$ cat src/rtl/pipe_ctrl_pkg.sv
// Shared types for pipeline hazard control and trace monitors.
// Action encoding maps one-to-one onto the freeze/flush bundle.
package pipe_ctrl_pkg;

    localparam int REG_W = 4;

    typedef enum logic {
        RUN,
        MEM_WAIT
    } state_t;

    typedef enum logic [1:0] {
        ACT_NONE,
        ACT_BUBBLE,
        ACT_FLUSH,
        ACT_STALL
    } act_t;

    typedef struct packed {
        logic freeze_front;
        logic freeze_back;
        logic flush_IF;
        logic flush_ID;
    } ctrl_t;

    function automatic ctrl_t act_ctrl(input act_t a);
        ctrl_t c;
        c = '0;
        unique case (a)
            ACT_STALL: begin
                c.freeze_front = 1'b1;
                c.freeze_back  = 1'b1;
            end
            ACT_FLUSH: begin
                c.flush_IF = 1'b1;
                c.flush_ID = 1'b1;
            end
            ACT_BUBBLE: begin
                c.freeze_front = 1'b1;
                c.flush_ID     = 1'b1;
            end
            default: c = '0;
        endcase
        return c;
    endfunction

endpackage

$ cat src/rtl/hazard_cmp.sv
// Source/destination compare between ID and the EXE/MEM producers.
// Combinational; the priority against stalls and branches lives upstream.
module hazard_cmp
    import pipe_ctrl_pkg::*;
(
    input  logic             fwd_en,
    input  logic [REG_W-1:0] src1_ID,
    input  logic [REG_W-1:0] src2_ID,
    input  logic             src1_vld_ID,
    input  logic             src2_vld_ID,
    input  logic [REG_W-1:0] dest_EXE,
    input  logic             WB_EN_EXE,
    input  logic             MEM_R_EN_EXE,
    input  logic [REG_W-1:0] dest_MEM,
    input  logic             WB_EN_MEM,
    output logic             hazard
);

    logic exe_prod;
    logic mem_prod;
    logic hz1;
    logic hz2;

    // With forwarding, only a load in EXE cannot be bypassed in time.
    assign exe_prod = fwd_en ? MEM_R_EN_EXE : WB_EN_EXE;
    assign mem_prod = ~fwd_en & WB_EN_MEM;

    assign hz1 = src1_vld_ID &
                 ((exe_prod & (src1_ID == dest_EXE)) |
                  (mem_prod & (src1_ID == dest_MEM)));

    assign hz2 = src2_vld_ID &
                 ((exe_prod & (src2_ID == dest_EXE)) |
                  (mem_prod & (src2_ID == dest_MEM)));

    assign hazard = hz1 | hz2;

endmodule

$ cat src/rtl/pipe_hazard_ctrl.sv
// Freeze/flush control for the stage registers, memory-wait watchdog
// and saturating stall/bubble/flush counters.
module pipe_hazard_ctrl
    import pipe_ctrl_pkg::*;
#(
    parameter int TIMEOUT = 1024,
    parameter int CNT_W   = 32
) (
    input  logic             clk,
    input  logic             rst,
    input  logic             fwd_en,
    input  logic [REG_W-1:0] src1_ID,
    input  logic [REG_W-1:0] src2_ID,
    input  logic             src1_vld_ID,
    input  logic             src2_vld_ID,
    input  logic [REG_W-1:0] dest_EXE,
    input  logic             WB_EN_EXE,
    input  logic             MEM_R_EN_EXE,
    input  logic [REG_W-1:0] dest_MEM,
    input  logic             WB_EN_MEM,
    input  logic             B_EXE,
    input  logic             mem_req_MEM,
    input  logic             mem_ready,
    input  logic             cnt_clr,
    output logic             freeze_front,
    output logic             freeze_back,
    output logic             flush_IF,
    output logic             flush_ID,
    output logic             mem_timeout,
    output logic [CNT_W-1:0] stall_cnt,
    output logic [CNT_W-1:0] bubble_cnt,
    output logic [CNT_W-1:0] flush_cnt
);

    localparam int WAIT_W = $clog2(TIMEOUT + 1);
    localparam logic [WAIT_W-1:0] WAIT_MAX = WAIT_W'(TIMEOUT);

    logic              hazard;
    logic              mstall;
    act_t              act;
    ctrl_t             ctrl;
    state_t            state;
    state_t            state_nxt;
    logic [WAIT_W-1:0] wait_cnt;
    logic [WAIT_W-1:0] wait_nxt;

    hazard_cmp u_hazard_cmp (
        .fwd_en       (fwd_en),
        .src1_ID      (src1_ID),
        .src2_ID      (src2_ID),
        .src1_vld_ID  (src1_vld_ID),
        .src2_vld_ID  (src2_vld_ID),
        .dest_EXE     (dest_EXE),
        .WB_EN_EXE    (WB_EN_EXE),
        .MEM_R_EN_EXE (MEM_R_EN_EXE),
        .dest_MEM     (dest_MEM),
        .WB_EN_MEM    (WB_EN_MEM),
        .hazard       (hazard)
    );

    assign mstall = mem_req_MEM & ~mem_ready;

    // A stall never flushes, so a held branch fires once memory releases.
    always_comb begin
        act = ACT_NONE;
        unique case (1'b1)
            rst & mstall:                     act = ACT_STALL;
            rst & ~mstall & B_EXE:            act = ACT_FLUSH;
            rst & ~mstall & ~B_EXE & hazard:  act = ACT_BUBBLE;
            default:                          act = ACT_NONE;
        endcase
    end

    assign ctrl         = act_ctrl(act);
    assign freeze_front = ctrl.freeze_front;
    assign freeze_back  = ctrl.freeze_back;
    assign flush_IF     = ctrl.flush_IF;
    assign flush_ID     = ctrl.flush_ID;

    always_ff @(posedge clk) begin
        if (!rst) begin
            state <= RUN;
        end else begin
            state <= state_nxt;
        end
    end

    always_comb begin
        state_nxt = state;
        unique case (state)
            RUN: begin
                if (mstall) begin
                    state_nxt = MEM_WAIT;
                end
            end
            MEM_WAIT: begin
                if (mem_ready | ~mem_req_MEM) begin
                    state_nxt = RUN;
                end
            end
            default: state_nxt = RUN;
        endcase
    end

    always_comb begin
        wait_nxt = '0;
        if (state == MEM_WAIT) begin
            if (wait_cnt == WAIT_MAX) begin
                wait_nxt = wait_cnt;
            end else begin
                wait_nxt = wait_cnt + WAIT_W'(1);
            end
        end
    end

    // Watchdog is report-only; it does not touch the freeze outputs.
    always_ff @(posedge clk) begin
        if (!rst) begin
            wait_cnt    <= '0;
            mem_timeout <= 1'b0;
        end else begin
            wait_cnt <= wait_nxt;
            if (cnt_clr) begin
                mem_timeout <= 1'b0;
            end else if (wait_nxt == WAIT_MAX) begin
                mem_timeout <= 1'b1;
            end
        end
    end

    always_ff @(posedge clk) begin
        if (!rst || cnt_clr) begin
            stall_cnt  <= '0;
            bubble_cnt <= '0;
            flush_cnt  <= '0;
        end else begin
            if (act == ACT_STALL && !(&stall_cnt)) begin
                stall_cnt <= stall_cnt + CNT_W'(1);
            end
            if (act == ACT_BUBBLE && !(&bubble_cnt)) begin
                bubble_cnt <= bubble_cnt + CNT_W'(1);
            end
            if (act == ACT_FLUSH && !(&flush_cnt)) begin
                flush_cnt <= flush_cnt + CNT_W'(1);
            end
        end
    end

endmodule

$ cat config.mk
export PLATFORM = sky130hd
export DESIGN_NAME = pipe_hazard_ctrl
export DESIGN_NICKNAME = d
export VERILOG_FILES = /design/src/rtl/pipe_ctrl_pkg.sv /design/src/rtl/hazard_cmp.sv /design/src/rtl/pipe_hazard_ctrl.sv
export SDC_FILE = /design/constraint.sdc
export NUM_CORES = 1
export LEC_CHECK = 0
export ABC_CLOCK_PERIOD_IN_PS = 4300
export BUFFER_PORTS_ARGS = -buffer_cell sky130_fd_sc_hd__buf_2
export CORE_MARGIN = 2
export CORE_UTILIZATION = 35
export DETAILED_ROUTE_END_ITERATION = 10
export SLEW_MARGIN = 20
export SYNTH_ARGS = -nofsm -noshare
export SYNTH_HDL_FRONTEND = slang
export SYNTH_SLANG_ARGS = --single-unit
$ cat constraint.sdc
create_clock -name clk -period 4.3 [get_ports clk]
set_input_delay 0.86 -clock clk [delete_from_list [all_inputs] [get_ports clk]]
set_output_delay 0.86 -clock clk [all_outputs]
set_load 0.02 [all_outputs]
# After elaboration in Yosys (flattened, before gate mapping)
# Cells that the tools add are included.
# word_totals
wordCells	68
output_inout_bits	101
ff_bits	109
in_bits	28
# classes
muxes	11
bitwise_logic	24
addsub	4
n_eq_ne	9
reduce_logical	14
# ops
cell	count
$add 32x1->32 const B	3
$reduce_and 32->1	3
$eq 11x11->1 const B	2
$mux 11	2
$eq 4x4->1	4
$and 1x1->1	13
$add 11x1->11 const B	1
$mux 1	7
$not 1->1	7
$pmux 2 s3	1
$reduce_or 2->1	3
$eq 2x2->1 const B	2
$logic_not 1->1	4
$or 1x1->1	4
$logic_and 1x1->1	3
$eq 2x1->1 const B	1
$pmux 1 s2	1
$logic_or 1x1->1	1

# Longest topological paths before layout
# logic_depth
word_depth	11
mapped_depth	13
ltp_nobuf	12

# Modules after synthesis
# From an unflattened synthesis, not the netlist that was laid out.
# hier_totals
hier_cells	703
area_unflattened_um2	5770.5
# modules_own_cells
module	cells_each	area_each_um2	seq_area_each_um2	n_inst
pipe_hazard_ctrl	676	5554.1	2182.1	1
hazard_cmp	27	216.5	0.0	1

# Least setup slack after synthesis
# Ideal clock, no wire load.
# synth_timing
path_kind	input to register
from	in dest_EXE[1]
to	reg stall_cnt[29]
path_buffers	1
arrival_ns	3.397
setup_ns	0.128
required_ns	4.172
path_stages	13
setup_slack_ns	0.776
cell_sequence	xor2_1 > nor3_1 > nand3_1 > o31ai_1 > a22o_1 > a31o_2 > ha_1 > clkbuf_1 > nand2_1 > or4_4 > nor3b_1 > xnor2_1 > nor2_1
# synth_via
elab_chain_cells	9
elab_cells_between_ends	13
classes_between	3 x eq/ne; 1 x mux; 8 x bitwise; 1 x reduce/logical
# synth_rtl
element	line_no	text
start: declaration	pipe_hazard_ctrl.sv:16	input logic [REG_W-1:0] dest_EXE,
$eq 4x4->1 (on tied branches)	hazard_cmp.sv:29, hazard_cmp.sv:33	
$and 1x1->1 (on tied branches)	hazard_cmp.sv:29, hazard_cmp.sv:33	
$or 1x1->1 (on tied branches)	hazard_cmp.sv:29, hazard_cmp.sv:33	
$and 1x1->1 (on tied branches)	hazard_cmp.sv:28, hazard_cmp.sv:32	
$or 1x1->1 (*)	hazard_cmp.sv:36	assign hazard = hz1 | hz2;
$and 1x1->1 (*)	pipe_hazard_ctrl.sv:69	rst & ~mstall & ~B_EXE & hazard: act = ACT_BUBBLE;
$pmux 2 s3 (*)	pipe_hazard_ctrl.sv:66	unique case (1'b1)
$eq 2x2->1 (*)	pipe_hazard_ctrl.sv:137	if (act == ACT_STALL && !(&stall_cnt)) begin
$logic_and 1x1->1 (*)	pipe_hazard_ctrl.sv:137	
end signal: assignment	pipe_hazard_ctrl.sv:138	stall_cnt <= stall_cnt + CNT_W'(1);
end: declaration	pipe_hazard_ctrl.sv:30	output logic [CNT_W-1:0] stall_cnt,
# Mark *: on every way between the ends. The rest lies on a longest branch, timed or not.
# A chain may end at the register's enable or synchronous reset.

# Worst setup path in the final report
# layout_timing
from	in dest_EXE[1]
to	out freeze_back
# layout_via
elab_chain_cells	9
elab_cells_between_ends	13
classes_between	3 x eq/ne; 2 x mux; 8 x bitwise
# layout_rtl
element	line_no	text
$eq 4x4->1 (on tied branches)	hazard_cmp.sv:29, hazard_cmp.sv:33	
$and 1x1->1 (on tied branches)	hazard_cmp.sv:29, hazard_cmp.sv:33	
$or 1x1->1 (on tied branches)	hazard_cmp.sv:29, hazard_cmp.sv:33	
$and 1x1->1 (on tied branches)	hazard_cmp.sv:28, hazard_cmp.sv:32	
$or 1x1->1 (*)	hazard_cmp.sv:36	
$and 1x1->1 (*)	pipe_hazard_ctrl.sv:69	
$pmux 2 s3 (*)	pipe_hazard_ctrl.sv:66	
$eq 2x2->1 (*)	pipe_ctrl_pkg.sv:29	unique case (a)
$mux 1 (*)	pipe_ctrl_pkg.sv:29	
end: declaration	pipe_hazard_ctrl.sv:26	output logic freeze_back,
# Marks and branches as above.

==> results <==
- The maximum VDD drop is 178 uV.
- In the synthesized netlist, the number of instances is 662.
- The relative contribution of sequential cells to total power is 52.1%.
- The end of the worst register-to-register path is stall_cnt[6]$_SDFFE_PP0P_.
- The leftover overflow at the end of global routing is 0.
- The multi-input combinational cells in the finished layout cover a total of 3240 um^2.
- The combinational power share is 4.3%.
- The top cell types in the final layout, fill and taps aside, are sky130_fd_sc_hd__buf_2 (128), sky130_fd_sc_hd__dfxtp_1 (109), sky130_fd_sc_hd__nor2_1 (104).
- The cell depth of the worst flop-to-flop path is 6.
- The final cycle utilization of the critical path is 81.0%.
- The number of fill cells is 1611.
- The flow ran to the end, and the final reports show no timing, DRC or antenna violations.
- After clock tree synthesis, the flow added hold-fix buffers numbering 0.
- Input and output buffers added on the ports amount to 128.
- The capture endpoint of the worst hold path is mem_timeout$_SDFFE_PP0N_.
- The total inserted antenna cells is 0.
- A synthesized cell averages 8.38 um^2.
- The total iterations of the first detailed-routing run is 4.
- The slowest library cell on the worst path is sky130_fd_sc_hd__ha_1.
- The global-route usage over all layers is 15.8%.
- The area share of the leading cell type in the synthesized netlist is 39.4%.
- The number of buffer and inverter stages on the critical path is 2.
- The register cell area after layout is 2180 um^2.
- The setup violation total in the final timing report is 0.
- The post-cts resize count is 0.
- The largest net degree at the start of global routing is 66.
- Data arrives at the worst endpoint at 2620 ps.
- In this run the clock root is driven by a sky130_fd_sc_hd__clkbuf_16.
- The number of cells on the worst hold path is 1.
- The startpoint of the lowest-slack hold path is mem_timeout$_SDFFE_PP0N_.
- Summed over all cells, the static leakage comes to 2.56 nW.
- The switching fraction of total power is 22.4%.
- In this run the remaining antenna-violating nets after routing total 0.
- The leading cell type in the layout, fill and taps excluded is sky130_fd_sc_hd__buf_2.
- The type of element launching the critical path is an input port.
- Tracing the worst setup path back leads to its startpoint at dest_EXE[1].
- Synthesis produced a netlist with a net count of 698.
- The vertical die dimension is 130 um.
- The share of final-layout standard cells stronger than drive strength 1 is 20.3%.
- The via count of the first global-routing pass was 4579.
- The startpoint-to-endpoint class of the critical path is in2out.
- The tool flagged a number of max-cap violations equal to 0.
- The synthesized netlist occupies a cell area of 5550 um^2.
- The detailed router finished its first iteration with 308 violations.
- The number of nets in the layout is 816.
- Of the total power, the clock network draws 43.7%.
- The global-route wire length before repair is 21800 um.
- The worst min-delay path class is reg2reg.
- The CTS tree is done.
- The number of placement rows is 46.
- Relative to the synthesized area, the layout overhead comes to 20.6%.
- Among all flip-flop cells after synthesis, the most frequent one is sky130_fd_sc_hd__dfxtp_1.
- The average detailed-routed wire length per instance is 13.3 um.
- OpenSTA, run right after detailed placement, puts the worst setup slack at 612 ps.
- The post-route clock skew is 6.87 ps.
- Setup slack on the critical path of the routed design comes to 819 ps.
- The synthesized design contains 0 enable-type register cells.
- The later pin in the worst-skew pair is clocked with a latency of 350 ps.
- For this run, the register share of the synthesized area comes to 39.4%.
- The floorplan step defined a core boundary enclosing 15700 um^2.
- The power per cell area is 291 nW/um^2.
- The clock tree synthesis step divided the H-tree into 3 levels.
- The delay of the slowest critical-path stage is 460 ps.
- Setup repair after global routing left no endpoint under its margin.
- Of all cell types, the one taking the most synthesized area is sky130_fd_sc_hd__dfxtp_1.
- The max-slew violation count came to 0.
- The count of placed standard cells in the final layout, fillers left out is 1001.
- The post-synthesis async set-or-reset flop share is 0%.
- The clock buffer count from CTS is 9.
- The worst-case hold slack is 487 ps.
- The total via count after detailed routing is 4992.
- On the critical path the largest part of the delay comes from compound AO/OA/AOI/OAI gates.
- Once detailed placement completed, the half-perimeter wirelength came to 9700 um.
- The final weighted congestion in routability-driven placement is 0.813.
- The number of remaining DRC errors is 0.
- The clock net in this run drives a total of 109 sinks.
- 129 I/O pins were placed.
- Traced cell by cell, the critical path runs through buf_2 -> xor2_1 -> nor3_1 -> nand3_1 -> o31ai_1 -> a22o_1 -> a31o_2 -> ha_1 -> buf_2.
- The post-place instance area is 6380 um^2.
- The most frequent cell on the critical path is sky130_fd_sc_hd__buf_2.
- The final hold violation count was 0.
- Wires add up to 13300 um.
- The chip width is 130 um.
- The internal power of the cells totals 1.51 mW.
- The actual transition at the worst max-transition pin is 871 ps.
- The finished cells cover 6690 um^2.
- The buffer levels on the longest clock path is 2.
- Once the floorplan was initialized, standard cells occupied 35.4% of the core.
- The routed design could run at a clock period as short as 3480 ps.
- The register-to-register setup slack is 2080 ps.
- For this design the total switching power over the nets is 0.436 mW.
- The utilization after layout is 42.7%.
- The worst setup path is captured at an output port.
- Synthesis instantiated 49 different standard cells from the library.
- Synthesis inferred 109 register bits.
- The worst slew slack as a fraction of its limit is 41.4%.
- The clock transition at the registers of the reported paths is 70 ps.
- Data on the critical path is required at its endpoint by 3440 ps.
- The initial antenna violation count is 0.
- The startpoint identified for the worst register-to-register timing path is stall_cnt[6]$_SDFFE_PP0P_.
- The critical-path maximum fanout is 11.
- The floorplan step defined a die boundary enclosing 16900 um^2.
- The total chip power is 1.94 mW.
- The number of synthesis warnings is 0.
- The average via count per standard cell is 4.99.
- By area the synthesized netlist is led by sky130_fd_sc_hd__dfxtp_1 (39%), sky130_fd_sc_hd__xor2_1 (9.2%), sky130_fd_sc_hd__xnor2_1 (7.7%).
- The count of buffers added by post-CTS timing repair for setup is 0.
- The total placed cells including tap cells is 985.
- The achievable frequency is 287 MHz.
- The final-layout setup total negative slack is 0 ps.
[flip-flops by register name (all words and copies together), names as in the netlist]
signal	count
bubble_cnt	32
stall_cnt	32
wait_cnt	11
flush_cnt	32
state	1
mem_timeout	1
[cells in the mapped netlist (all sizes together), types with 8 or more instances]
| cell | n |
|---|---|
| dfxtp | 109 |
| and4 | 22 |
| nor2 | 104 |
| nand2 | 47 |
| xnor2 | 49 |
| xor2 | 58 |
| and3 | 19 |
| nand3 | 58 |
| or3 | 8 |
| and2 | 10 |
| inv | 13 |
| clkbuf | 19 |
| a21oi | 11 |
| nand4 | 38 |
| nor4 | 8 |
| nor3 | 22 |
| ha | 8 |
| o21ai | 17 |
[logic make-up after synthesis]
| kind of cell | share of synthesized area, % |
|---|---|
| adder cells (fa/ha/maj) | 1.81 |
| AO/OA/AOI/OAI | 6.09 |
| multiplexers | 0.542 |
| AND/OR/NAND/NOR | 32.9 |
| flip-flops | 39.4 |
| buffers and inverters | 2.44 |
| XOR/XNOR | 16.9 |
[how the worst max path moves through the flow]
stage / slack [ps] / endpoint / depth (start not counted)
finish: 820 / freeze_back / 9
floorplan: 780 / stall_cnt[29]$_SDFFE_PP0P_ / 13
CTS: 800 / freeze_back / 9
detailed placement: 610 / stall_cnt[25]$_SDFFE_PP0P_ / 13
global route: 680 / freeze_back / 9
global placement: 680 / stall_cnt[29]$_SDFFE_PP0P_ / 13
[power by group through the flow]
stage | registers, mW | logic (mW) | clock network [mW]
6_report | 1.01 | 0.0835 | 0.849
5_1_grt | 1.01 | 0.0926 | 0.920
4_1_cts | 1.01 | 0.0850 | 0.879
3_5_place_dp | 1.04 | 0.0848 | 0
3_3_place_gp | 1.04 | 0.0838 | 0
2_1_floorplan | 1.04 | 0.0496 | 0
[final cells by class]
type	count	share of cell area, %
sequential	109	32.6
inverter	13	0.730
timing repair buffer	129	9.69
clock inverter	6	0.917
multi-input combinational	518	48.4
tap	216	4.04
clock buffer	10	3.57
[per-layer routing]
layer | part of all wire [%] | wire length [um] | track usage, %
met5 | 0 | 0 | 0
met2 | 44 | 5880 | 24.7
met3 | 4.6 | 615 | 4.10
met1 | 50 | 6680 | 21.3
met4 | 1.1 | 150 | 5.31
No activity file was read; power rests on OpenSTA's default activity.
